**src/rtl/telem_rx.sv**
```systemverilog
// telem_rx: 8N1 UART receiver and telemetry frame parser.
// Deserializes bytes from RX, locks onto the 0xAA/0x55 header, and reassembles
// the 12-bit battery, current and torque readings of each 8-byte frame.
//
// Ports:
//   clk      system clock
//   rst      synchronous, active-high reset
//   RX       serial input, idle high, asynchronous to clk
//   batt     last good battery reading
//   curr     last good current reading
//   torque   last good torque reading
//   vld      one-cycle pulse when a good frame has been loaded
//   frm_err  one-cycle pulse on a stop-bit error or malformed frame
module telem_rx #(
  parameter int unsigned BAUD_DIV = 434
) (
  input  logic        clk,
  input  logic        rst,
  input  logic        RX,
  output logic [11:0] batt,
  output logic [11:0] curr,
  output logic [11:0] torque,
  output logic        vld,
  output logic        frm_err
);

  localparam logic [11:0] HALF_M1 = 12'(BAUD_DIV / 2 - 1);
  localparam logic [11:0] FULL_M1 = 12'(BAUD_DIV - 1);

  typedef enum logic [1:0] {IDLE, START, DATA, STOP} bitState_t;
  typedef enum logic [2:0] {
    HUNT_AA, HUNT_55, B_HI, B_LO, C_HI, C_LO, T_HI, T_LO
  } frmState_t;

  logic        rxMeta, rxS, rxPrev;
  bitState_t   bitState;
  logic [11:0] cnt;
  logic [2:0]  bitIdx;
  logic [7:0]  shReg;
  logic        byteRdy, stopErr;

  frmState_t   frmState;
  logic [3:0]  bHi, cHi, tHi;
  logic [7:0]  bLo, cLo;

  // Stop-bit decision is combinational so the frame FSM consumes the byte on
  // the same edge; registered frame outputs then appear one cycle later.
  always_comb begin
    byteRdy = 1'b0;
    stopErr = 1'b0;
    if (bitState == STOP && cnt == FULL_M1) begin
      byteRdy = rxS;
      stopErr = !rxS;
    end
  end

  // Synchronizer and bit-level receive FSM. The counter is cleared on the
  // falling edge, so the start check lands BAUD_DIV/2 cycles after rx_s first
  // reads 0 and each later sample lands a whole bit period after the previous.
  always_ff @(posedge clk) begin
    if (rst) begin
      rxMeta   <= 1'b1;
      rxS      <= 1'b1;
      rxPrev   <= 1'b1;
      bitState <= IDLE;
      cnt      <= '0;
      bitIdx   <= '0;
      shReg    <= '0;
    end else begin
      rxMeta <= RX;
      rxS    <= rxMeta;
      rxPrev <= rxS;
      case (bitState)
        IDLE: begin
          if (rxPrev && !rxS) begin
            bitState <= START;
            cnt      <= '0;
          end
        end
        START: begin
          if (cnt == HALF_M1) begin
            cnt <= '0;
            if (!rxS) begin
              bitState <= DATA;
              bitIdx   <= '0;
            end else begin
              bitState <= IDLE;
            end
          end else begin
            cnt <= cnt + 1'b1;
          end
        end
        DATA: begin
          if (cnt == FULL_M1) begin
            cnt   <= '0;
            shReg <= {rxS, shReg[7:1]};
            if (bitIdx == 3'd7) bitState <= STOP;
            else                bitIdx   <= bitIdx + 1'b1;
          end else begin
            cnt <= cnt + 1'b1;
          end
        end
        STOP: begin
          if (cnt == FULL_M1) begin
            cnt      <= '0;
            bitState <= IDLE;
          end else begin
            cnt <= cnt + 1'b1;
          end
        end
        default: bitState <= IDLE;
      endcase
    end
  end

  // Frame FSM. Readings are staged in holding registers and only committed to
  // the outputs together on a good T_LO byte.
  always_ff @(posedge clk) begin
    if (rst) begin
      frmState <= HUNT_AA;
      bHi      <= '0;
      cHi      <= '0;
      tHi      <= '0;
      bLo      <= '0;
      cLo      <= '0;
      batt     <= '0;
      curr     <= '0;
      torque   <= '0;
      vld      <= 1'b0;
      frm_err  <= 1'b0;
    end else begin
      vld     <= 1'b0;
      frm_err <= 1'b0;
      if (stopErr) begin
        frm_err  <= 1'b1;
        frmState <= HUNT_AA;
      end else if (byteRdy) begin
        case (frmState)
          HUNT_AA: if (shReg == 8'hAA) frmState <= HUNT_55;
          HUNT_55: begin
            if (shReg == 8'h55)      frmState <= B_HI;
            else if (shReg != 8'hAA) frmState <= HUNT_AA;
          end
          B_HI: begin
            if (shReg[7:4] != '0) begin
              frm_err  <= 1'b1;
              frmState <= HUNT_AA;
            end else begin
              bHi      <= shReg[3:0];
              frmState <= B_LO;
            end
          end
          B_LO: begin
            bLo      <= shReg;
            frmState <= C_HI;
          end
          C_HI: begin
            if (shReg[7:4] != '0) begin
              frm_err  <= 1'b1;
              frmState <= HUNT_AA;
            end else begin
              cHi      <= shReg[3:0];
              frmState <= C_LO;
            end
          end
          C_LO: begin
            cLo      <= shReg;
            frmState <= T_HI;
          end
          T_HI: begin
            if (shReg[7:4] != '0) begin
              frm_err  <= 1'b1;
              frmState <= HUNT_AA;
            end else begin
              tHi      <= shReg[3:0];
              frmState <= T_LO;
            end
          end
          T_LO: begin
            batt     <= {bHi, bLo};
            curr     <= {cHi, cLo};
            torque   <= {tHi, shReg};
            vld      <= 1'b1;
            frmState <= HUNT_AA;
          end
          default: frmState <= HUNT_AA;
        endcase
      end
    end
  end

endmodule

```
**config.mk**
```make
export PLATFORM = sky130hd
export DESIGN_NAME = telem_rx
export DESIGN_NICKNAME = d
export VERILOG_FILES = /design/src/rtl/telem_rx.sv
export SDC_FILE = /design/constraint.sdc
export NUM_CORES = 1
export LEC_CHECK = 0
export BUFFER_PORTS_ARGS = -buffer_cell sky130_fd_sc_hd__buf_4
export CAP_MARGIN = 20
export CORE_UTILIZATION = 25
export DETAILED_ROUTE_END_ITERATION = 8
export PLACE_DENSITY = 0.52
export SYNTH_ARGS = -nofsm -noshare
export SYNTH_HDL_FRONTEND = slang
export SYNTH_SLANG_ARGS = --single-unit
```
**constraint.sdc**
```tcl
create_clock -name clk -period 1.9 [get_ports clk]
set_clock_uncertainty 0.1 [all_clocks]
set_input_delay 0.19 -clock clk [delete_from_list [all_inputs] [get_ports clk]]
set_output_delay 0.19 -clock clk [all_outputs]
set_load 0.02 [all_outputs]
```
==> results.cfg <==
[run_status]
outcome = completed

[sta]
post-route-min-period_ns = 1.849
finalCritPeriodShare_pct = 97.33
rsz0062_at_grt = yes
setup-violations-final = 0
tns_ns = 0
report.final.slew_viol_count = 0
worstMarginPinSlew_ns = 0.4121
holdWs_ns = 0.1347
relSlewSlack_pct = 72.53
finalHoldViolCount = 0
fmax_mhz = 540.7
finalWorstSetupSlack_ns = 0.05066

[route]
ant_nets = 0
dr.first_iter.drc_count = 315
dr.pass1.iters = 4
viasPerCell = 5.157
via_count = 4069
avgRoutedWirePerCell_um = 14.91
drt-total-wl_um = 11760
drc = 0

[finish]
n_antenna_cell = 0
drive_gt1_share_pct = 22.85
n_fill_cell = 1706
final_util_pct = 33.26
nNetsFinal = 573
area_growth_pct = 29.02

[synth]
ys.flop_type = dfxtp_1
synth_top_cell_by_area = dfxtp_1
synth.area.top_cells = dfxtp_1 45%, nand4_1 11%, a21oi_1 8.7%, o21ai_0 8.4%, clkbuf_1 3.8%
yosysTopAreaCellShare_pct = 45.26
ys.warnings.count = 0
synth_cells = 518
ys_seq_elements = 97
ys_types = 45
ys_seq_area_share_pct = 45.26
synth_edf_count = 0
syn_avg_cell_area_sq_um = 8.283
syn_nets = 526
synth_area_sq_um = 4290
async_flop_share_pct = 0

[clock_tree]
cts.reportedPaths.clkPinSlew_ns = 0.06
cts_htree_levels = 3
cts.path.max_buffers = 2
clockRootBuffer = clkbuf_16
cts_buffers = 9
clk-insertion-delay-late_ns = 0.35
cts_tree = done
clock_sinks = 97

[global_routing]
grt_pass1_vias = 3713
grt-ovfl-total = 0
grt_first_pass_wirelength_um = 19060
grt_antenna_before_repair = 0
grt_max_degree = 65
grt_use_total_pct = 13.41

[floorplanning]
start_util_pct = 25.78
ios = 41
die_height_um = 133
fp.coreArea_sq_um = 16640
dieArea_sq_um = 17690
fp-row-count = 47
die_x_um = 133

[min_path]
hp-start = rst
hp-class = in2reg

[worst_setup_path]
worstPathRequired_ns = 2.08
path_class = reg2reg
r2r-start = bitIdx[0]$_SDFFE_PP0P_
endpoint_kind = flip-flop
setup.worst_path.start = bitIdx[0]$_SDFFE_PP0P_
start_kind = flip-flop
cp.arrival_ns = 2.03
cp_max_fo = 4

[flow_run]
maxCapViolations = 0

[power_and_ir_drop]
p_leak_nw = 1.946
p_total_mw = 4.265
ir_drop_uv = 447.4
power_density_nw_per_um2 = 770.5

[placement]
hpwl_um = 7566
port_buffers = 40
place_ws_ns = 0.04122
finalWeightedCongestion = 0.8146
-- layer usage --
metal	routed length [um]	share of wire, %	vias to the layer above	track usage (%)
li1	-	-	2030	-
met1	6005	51	1931	19.52
met2	5026	43	97	18.70
met3	581	4.9	11	3.487
met4	149	1.3	0	4.853
met5	0	0	-	0
-- metrics by stage --
| stage | area [sq um] | cells |
|---|---|---|
| finish | 5535 | 789 |
| global route | 5535 | 789 |
| CTS | 5429 | 787 |
| detailed placement | 5070 | 771 |
| global placement | 5070 | 771 |
| floorplan | 4299 | 518 |
-- area by class of cell --
cell class                      count  area (sq um)  area share [%]
Clock buffer                       10         239.0           4.317
Clock inverter                      5         110.1           1.989
Inverter                           11         41.29          0.7459
Multi-Input combinational cell    353          2141           38.68
Sequential cell                    97          1948           35.19
Tap cell                          220         275.3           4.973
Timing Repair Buffer               93         780.7           14.10
-- synth_stat cells (all sizes together), types with 8 or more instances --
| library cell | instances |
|---|---|
| a21oi | 75 |
| buf | 12 |
| clkbuf | 45 |
| dfxtp | 97 |
| inv | 11 |
| mux2i | 8 |
| nand2 | 21 |
| nand3 | 9 |
| nand4 | 74 |
| nor2 | 11 |
| nor3 | 10 |
| o21ai | 77 |
-- cells by family (layout without fill, tap and decap cells) --
| group | count (synthesis) | count (layout) | share of synthesized area, % |
|---|---|---|---|
| AO/OA/AOI/OAI | 173 | 173 | 21.46 |
| XOR/XNOR | 4 | 4 | 0.8167 |
| adder cells (fa/ha/maj) | 5 | 5 | 1.458 |
| buffers and inverters | 68 | 119 | 6.620 |
| flip-flops | 97 | 97 | 45.26 |
| multiplexers | 8 | 8 | 1.867 |
| AND/OR/NAND/NOR | 163 | 163 | 22.51 |
-- worst paths after layout --
check	to	slack (ns)	cells past startpoint
setup / recovery	bitIdx[2]$_SDFFE_PP0P_	0.05	6
hold / removal	bitIdx[2]$_SDFFE_PP0P_	0.13	2
setup reg to reg	bitIdx[2]$_SDFFE_PP0P_	0.05	6
hold reg to reg	rxS$_SDFF_PP1_	0.32	1
-- worst max-delay path: stages (launching register included) --
cell     delay [ns]
dfxtp_4        0.35
ha_4           0.16
ha_4           0.15
nor3b_2        0.20
nand4_1        0.19
or4_4          0.53
a21oi_2        0.12
-- flip-flops by register name (all words and copies together), names as in the netlist, 8 cells and up, named ones only --
name / flops
batt: 12
cnt: 12
curr: 12
torque: 12
bLo: 8
cLo: 8
shReg: 8
-- where the power goes --
part | switching (mW) | internal (mW) | total [mW]
clock | 0.805 | 1.33 | 2.13
combinational | 0.0578 | 0.0312 | 0.0890
sequential | 0.00576 | 2.04 | 2.04
-- what timing repair did --
action                                  4_1_cts  5_1_grt
hold buffers                                  1        0
endpoints found under the hold margin         1        0
resized for setup                             0       21
setup buffers                                 0        1
endpoints found under the setup margin        0       62
-- cell usage in the layout, fill, tap and decap left out, types with 8 or more instances in the layout --
cell type / count
dfxtp_1: 94
buf_4: 86
o21ai_0: 68
clkbuf_16: 10
o21ai_1: 9
inv_1: 11
a21oi_1: 74
mux2i_1: 8
nor3_1: 10
nand4_1: 74
nor2_1: 11
nand2_1: 21
nand3_1: 9
(Power assumes the default switching activity.)
